File: config.mk
export PLATFORM = sky130hd
export DESIGN_NAME = mux_scan_sequencer_flat
export DESIGN_NICKNAME = d
export VERILOG_FILES = /design/src/rtl/mux_scan_if.sv /design/src/rtl/mux_scan_sequencer.sv /design/src/flat_wrapper.sv
export SDC_FILE = /design/constraint.sdc
export NUM_CORES = 1
export LEC_CHECK = 0
export CORE_UTILIZATION = 50
export CTS_CLUSTER_SIZE = 40
export DETAILED_ROUTE_END_ITERATION = 6
export MAX_ROUTING_LAYER = met4
export PLACE_DENSITY = 0.74
export SYNTH_ARGS = -nofsm -noshare
export SYNTH_HDL_FRONTEND = slang
export SYNTH_SLANG_ARGS = --single-unit
File: constraint.sdc
create_clock -name clk -period 2.1 [get_ports clk]
set_input_delay 0.63 -clock clk [delete_from_list [all_inputs] [get_ports clk]]
set_output_delay 0.63 -clock clk [all_outputs]
set_load 0.01 [all_outputs]
File: src/rtl/mux_scan_if.sv
// mux_scan_if
// Bundles the scan-sequencer signals shared between the sequencer and its
// environment (the structural mux plus the result consumer).
//
// Signals:
//   start         scan request from the consumer
//   mux_out       current output of the 7-input mux
//   address0..2   mux select bits, address0 is the LSB
//   busy          scan in progress
//   result        captured 7-bit word, bit i = mux_out sampled at select i
//   result_valid  result holds a completed scan
//   result_ack    consumer acknowledge
//
// Handshake: result_valid/result_ack form a valid/ready pair. Once
// result_valid is high, result and result_valid stay stable until an edge
// that sees result_ack=1; that edge retires the word. result_ack has no
// effect while result_valid is low. start is only looked at while the
// sequencer is idle (busy=0, result_valid=0).
//
// Modports:
//   master  the sequencer (drives select, status and result)
//   slave   the environment (drives start, mux_out and result_ack)

interface mux_scan_if;
  logic       start;
  logic       mux_out;
  logic       address0;
  logic       address1;
  logic       address2;
  logic       busy;
  logic [6:0] result;
  logic       result_valid;
  logic       result_ack;

  modport master (
    input  start,
    input  mux_out,
    input  result_ack,
    output address0,
    output address1,
    output address2,
    output busy,
    output result,
    output result_valid
  );

  modport slave (
    output start,
    output mux_out,
    output result_ack,
    input  address0,
    input  address1,
    input  address2,
    input  busy,
    input  result,
    input  result_valid
  );
endinterface

File: src/rtl/mux_scan_sequencer.sv
// mux_scan_sequencer
// Drives the 3-bit select of a 7-input structural mux through 0..6, holds
// each select for SETTLE_CYCLES clocks so the mux gates settle, captures
// mux_out at the end of each hold, and presents the assembled 7-bit word
// with a valid/ack handshake.
//
// Parameters:
//   SETTLE_CYCLES  cycles each select is held before its sample (1..15)
//
// Ports:
//   clk        single clock, rising edge
//   reset      synchronous, active-high
//   bus        mux_scan_if master modport (start, mux_out, address0..2,
//              busy, result, result_valid, result_ack)
//   fsm_state  current FSM state (0=IDLE, 1=SCAN, 2=DONE) for observation
//
// Timing: the edge accepting start enters SCAN with select 0. The sample
// for select i is taken on the edge that ends its hold, which is also the
// edge that moves the select to i+1, so every select value is held exactly
// SETTLE_CYCLES cycles and result_valid rises 7*SETTLE_CYCLES edges after
// the accept edge. All outputs are registered.

module mux_scan_sequencer #(
  parameter int unsigned SETTLE_CYCLES = 3
) (
  input  logic        clk,
  input  logic        reset,
  mux_scan_if.master  bus,
  output logic [1:0]  fsm_state
);

  typedef enum logic [1:0] {
    IDLE = 2'd0,
    SCAN = 2'd1,
    DONE = 2'd2
  } state_t;

  // Counter value on which the current select's hold ends.
  localparam logic [3:0] LAST_CNT = 4'(SETTLE_CYCLES - 1);
  localparam logic [2:0] LAST_IDX = 3'd6;

  state_t     state;
  logic [2:0] index;
  logic [3:0] settle_cnt;
  logic [2:0] address;
  logic       busy_q;
  logic       valid_q;
  logic [6:0] result_q;

  always_ff @(posedge clk) begin
    if (reset) begin
      state      <= IDLE;
      index      <= 3'd0;
      settle_cnt <= 4'd0;
      address    <= 3'd0;
      busy_q     <= 1'b0;
      valid_q    <= 1'b0;
      result_q   <= 7'd0;
    end else begin
      case (state)
        IDLE: begin
          if (bus.start) begin
            state      <= SCAN;
            index      <= 3'd0;
            settle_cnt <= 4'd0;
            address    <= 3'd0;
            busy_q     <= 1'b1;
            result_q   <= 7'd0;
          end
        end

        SCAN: begin
          if (settle_cnt == LAST_CNT) begin
            result_q[index] <= bus.mux_out;
            settle_cnt      <= 4'd0;
            if (index == LAST_IDX) begin
              // Last sample: park the select at 0 rather than stepping to 7.
              state   <= DONE;
              index   <= 3'd0;
              address <= 3'd0;
              busy_q  <= 1'b0;
              valid_q <= 1'b1;
            end else begin
              index   <= index + 3'd1;
              address <= index + 3'd1;
            end
          end else begin
            settle_cnt <= settle_cnt + 4'd1;
          end
        end

        DONE: begin
          // start is deliberately not looked at here, even alongside ack:
          // a new scan always begins from IDLE.
          if (bus.result_ack) begin
            state   <= IDLE;
            valid_q <= 1'b0;
          end
        end

        default: begin
          state      <= IDLE;
          index      <= 3'd0;
          settle_cnt <= 4'd0;
          address    <= 3'd0;
          busy_q     <= 1'b0;
          valid_q    <= 1'b0;
          result_q   <= 7'd0;
        end
      endcase
    end
  end

  assign bus.address0     = address[0];
  assign bus.address1     = address[1];
  assign bus.address2     = address[2];
  assign bus.busy         = busy_q;
  assign bus.result       = result_q;
  assign bus.result_valid = valid_q;
  assign fsm_state        = state;

endmodule

File: src/flat_wrapper.sv
// flat-port wrapper written by rule: the top's interface ports become plain ports
module mux_scan_sequencer_flat 
#(
  parameter int unsigned SETTLE_CYCLES = 3
)
  (clk, reset, fsm_state, bus_start, bus_mux_out, bus_result_ack, bus_address0, bus_address1, bus_address2, bus_busy, bus_result, bus_result_valid);
  mux_scan_if bus_i ();
  input  logic clk;
  input  logic reset;
  output logic [1:0] fsm_state;
  input wire logic [$bits(bus_i.start)-1:0] bus_start;
  input wire logic [$bits(bus_i.mux_out)-1:0] bus_mux_out;
  input wire logic [$bits(bus_i.result_ack)-1:0] bus_result_ack;
  output wire logic [$bits(bus_i.address0)-1:0] bus_address0;
  output wire logic [$bits(bus_i.address1)-1:0] bus_address1;
  output wire logic [$bits(bus_i.address2)-1:0] bus_address2;
  output wire logic [$bits(bus_i.busy)-1:0] bus_busy;
  output wire logic [$bits(bus_i.result)-1:0] bus_result;
  output wire logic [$bits(bus_i.result_valid)-1:0] bus_result_valid;
  assign bus_i.start = bus_start;
  assign bus_i.mux_out = bus_mux_out;
  assign bus_i.result_ack = bus_result_ack;
  assign bus_address0 = bus_i.address0;
  assign bus_address1 = bus_i.address1;
  assign bus_address2 = bus_i.address2;
  assign bus_busy = bus_i.busy;
  assign bus_result = bus_i.result;
  assign bus_result_valid = bus_i.result_valid;
  mux_scan_sequencer #(.SETTLE_CYCLES(SETTLE_CYCLES)) u_core (.clk(clk), .reset(reset), .bus(bus_i), .fsm_state(fsm_state));
endmodule
; After elaboration in Yosys (flattened, before gate mapping)
; Index checks and enable logic that the tools add are counted.
[op_classes]
addsub = 2
magnitude_cmp = 2
n_eq_ne = 8
muxes = 26
bitwise = 2
reduce_logical = 7
[ops]
columns = op, count
row1 = $pmux W7 S3, 1
row2 = $mux W7, 2
row3 = $pmux W4 S3, 1
row4 = $reduce_and A4 Y1, 3
row5 = $mux W3, 3
row6 = $pmux W3 S3, 1
row7 = $mux W2, 4
row8 = $mux W4, 2
row9 = $bwmux W7, 1
row10 = $mux W1, 7
row11 = $pmux W1 S3, 2
row12 = $pmux W2 S3, 1
row13 = $add A4 B1 Y4 const B, 1
row14 = $eq A4 B2 Y1 const B, 1
row15 = $lt A3 B4 Y1 const B, 1
row16 = $ne A2 B1 Y1 const B, 2
row17 = $ne A2 B2 Y1 const B, 2
row18 = $add A3 B1 Y3 const B, 1
row19 = $demux W1 S3, 1
row20 = $eq A3 B3 Y1 const B, 1
row21 = $ge A3 B1 Y1 const B, 1
row22 = $reduce_and A3 Y1, 1
row23 = $eq A2 B1 Y1 const B, 1
row24 = $eq A2 B2 Y1 const B, 1
row25 = 4 further kinds, 5
[totals]
register_bits = 18
elab_cells = 53

; Depth between registers and ports, before layout
[logic_depth]
ltp_word = 7
depth_mapped = 6
mapped_depth_nobuf = 6

; Worst setup path after synthesis
; OpenSTA, ideal clock, no wires.
[synth_path]
path_type = register to register
start = register u_core.settle_cnt[0]
end = register u_core.result_q[0], in the netlist u_core.bus.result[0]
t_arrival_ps = 1276
t_required_ps = 1972
slack_ps = 696
stages_incl_launch_ff = 6
path_cell_list = dfxtp_1 -> inv_1 -> ha_1 -> or4b_4 -> o211ai_1 -> a21oi_1
[synth_between]
elab_chain_cells = 3
[synth_lines]
columns = item, line
row1 = "start, declared", mux_scan_sequencer.sv:44  ; logic [3:0] settle_cnt;
row2 = "start signal, assigned", mux_scan_sequencer.sv:88  ; settle_cnt <= settle_cnt + 4'd1;
row3 = $eq A4 B2 Y1, mux_scan_sequencer.sv:73  ; if (settle_cnt == LAST_CNT) begin
row4 = $ne A2 B1 Y1 (no source line), --
row5 = $reduce_and A3 Y1 (no source line), --
row6 = "end signal, assigned by index", mux_scan_sequencer.sv:74  ; result_q[index] <= bus.mux_out;
row7 = "end, declared", mux_scan_sequencer.sv:48  ; logic [6:0] result_q;
; No other way between the ends.
; A chain may end at the register's enable or synchronous reset.

==> results.cfg <==
[yosys]
synth_cell_types = 33
synth_area_um2 = 911
synth-edff-count = 0
synth.mux.area_fraction_pct = 3.57
synthAdderAreaFrac_pct = 2.75
syn_nets = 121
seq_area_frac_synth_pct = 39.6
synthFlopType = dfxtp_1
synth.ff_latch_count = 18
synth_top_family_by_area = simple AND/OR/NAND/NOR gates
syn_area_per_cell_um2 = 7.99
synthXorXnorAreaFrac_pct = 0
synthCells = 114
synth_compound_area_share_pct = 20.3
synth-simple-area-share_pct = 29.5
synthArstFlopShare_pct = 0
yosysWarnings = 0

[placed_design]
dp_hpwl_um = 1470
place_inst = 156
gp_congestion = 0.847
portBuffers = 18
dpl_cell_area_mm2 = 0.00112

[hold_path]
min_delay_path_depth = 2
hold-path-endpoint = u_core.bus.result[6]
hold_path.class = flop to flop
min-delay-start = u_core.bus.result[6]

[setup_path]
crit_family = buffers and inverters
cp_num_buf_inv = 1
endpoint_kind = output port
max_stage_delay_ns = 0.59
worstReg2RegStart = u_core.settle_cnt[0]
path_max_fanout = 9
crit_chain = clkdlybuf4s50_1
critical_path_required_ns = 1.47
critPathSlowestCell = clkdlybuf4s50_1
path_class = flop to output port
reg2reg_slack_ns = 0.44
startpoint_type = flop
cp.arrival_ns = 1.35
r2r_cells = 6
timing.rr.end = u_core.index[0]

[cts]
cts_tree = yes
cts-buffers-inserted = 3
cts_sinks = 18
cts_buffer_depth = 2
ctsHoldBuffers = 0
cts_setup_buffers = 0
cts-resized-gates = 0
clk_pin_slew_worst_paths_ns = 0.09
insertion_delay_ns = 0.29
cts_root_buf = clkbuf_4
cts_htree_levels = 1

[timing]
finalCriticalPeriod_ns = 1.98
worst_pin_slew_ns = 0.622
setup_violations = 0
maxSlewHeadroom_pct = 58.4
period_share_pct = 94.4
final-hold-violation-count = 0
setup_tns_ns = 0
rsz0062_at_grt = no
drv_slew = 0
fin_skew_ns = 0.00100
clock.fmax_mhz = 504

[power]
power_uw = 590
peakVddDrop_mv = 0.422
leakage_nw = 0.394
powerDensity_mw_per_mm2 = 513

[global_routing]
grt_max_degree = 17
grt.overflow.total = 0
antenna_found_initial = 0
track_usage_pct = 22.8
grt_pass1_wl_um = 3250
grt_pass1_vias = 748

[run_status]
status = finished, final reports clean

[routing]
drt-pass1-iter-count = 4
drc_errors = 0
wl_per_cell_um = 12.3
via_per_inst = 5.58
vias = 887
wl_um = 1950
drtIter0Drc = 34
drtAntennaViolNets = 0

[floorplanning]
core_mm2 = 0.00171
start_util_pct = 53.3
ioPinCount = 19
row_count = 15
die_h_um = 44.7
die-area_mm2 = 0.00200
die_w_um = 44.7

[final_layout]
final_area_mm2 = 0.00115
instances_no_fill = 159
diodes = 0
drive_above_1_share_pct = 8.21
fin_nets = 143
area_delta_synth_final_pct = 26.2

[run]
max_cap_violations = 0
per-stage QoR:
stage                     utilization (%)  hold slack [ns]  setup slack, ns
after detailed placement             65.9            0.457            0.107
final                                67.3            0.464            0.117
after global placement               65.9            0.448            0.170
after floorplan                         -            0.482            0.696
after CTS                            67.2            0.470           0.0467
after global routing                 67.3            0.497           0.0504
power by group:
group / internal, mW / switching [mW] / total, mW
sequential: 0.346 / 0.00427 / 0.351
combinational: 0.0320 / 0.0406 / 0.0726
clock: 0.0667 / 0.0999 / 0.167
metal layers:
layer  up-vias  global-route usage (%)  wire length [um]
met4         0                    12.1                44
met3         7                    3.67                65
li1        449                       -                 -
met2        17                    34.4               916
met5         -                       -                 0
met1       414                    29.2               924
placed cells by master (no fill, tap or decap), types with 3 or more instances in the layout:
| cell type | netlist | final |
|---|---|---|
| a21oi_1 | 17 | 17 |
| buf_4 | 0 | 4 |
| clkbuf_4 | 0 | 3 |
| clkdlybuf4s50_1 | 0 | 18 |
| dfxtp_1 | 18 | 16 |
| inv_1 | 3 | 3 |
| nand2_1 | 15 | 15 |
| nand3_1 | 3 | 3 |
| nor2_1 | 13 | 13 |
| nor3_1 | 4 | 4 |
| nor3b_1 | 3 | 3 |
| o211ai_1 | 4 | 4 |
| o21ai_0 | 3 | 3 |
| o21ai_1 | 3 | 3 |
how the worst max path moves through the flow:
stage / end / cells past startpoint / slack (ns) / from
after floorplan: u_core.bus.result[0] / 5 / 0.70 / u_core.settle_cnt[0]
after global placement: u_core.bus.result[1] / 5 / 0.17 / bus_start
after detailed placement: u_core.bus.result[4] / 5 / 0.11 / bus_start
after CTS: bus_address0 / 1 / 0.05 / u_core.index[0]
after global routing: bus_address1 / 1 / 0.05 / u_core.index[1]
final: bus_address1 / 1 / 0.12 / u_core.index[1]
synth_stat cells (3+ instances only):
master	count	area, um^2
a21oi_1	17	85.1
dfxtp_1	18	360
o21ai_1	3	15.0
o21ai_0	3	15.0
nor3_1	4	20.0
nor2_1	13	48.8
o211ai_1	4	30.0
nor3b_1	3	22.5
clkbuf_1	3	11.3
nand2_1	15	56.3
inv_1	3	11.3
nand3_1	3	15.0
kinds of logic after synthesis:
logic type      after synthesis
simple gates                 51
compound gates               32
flops                        18
buf+inv                       8
mux                           3
fa+ha+maj                     2
registers in the layout, indices dropped and copies added, names as in the netlist:
name / cells
u_core.bus.result_valid: 1
u_core.fsm_state: 2
u_core.index: 3
u_core.bus.busy: 1
u_core.bus.result: 7
u_core.settle_cnt: 4
cell type report:
cell class,count,area [um^2]
Multi-Input combinational cell,88,512
Clock buffer,3,22.5
Inverter,3,11.3
Sequential cell,18,363
Timing Repair Buffer,22,210
Fill cell,152,558
Tap cell,25,31.3
No activity file was read; power rests on OpenSTA's default activity.
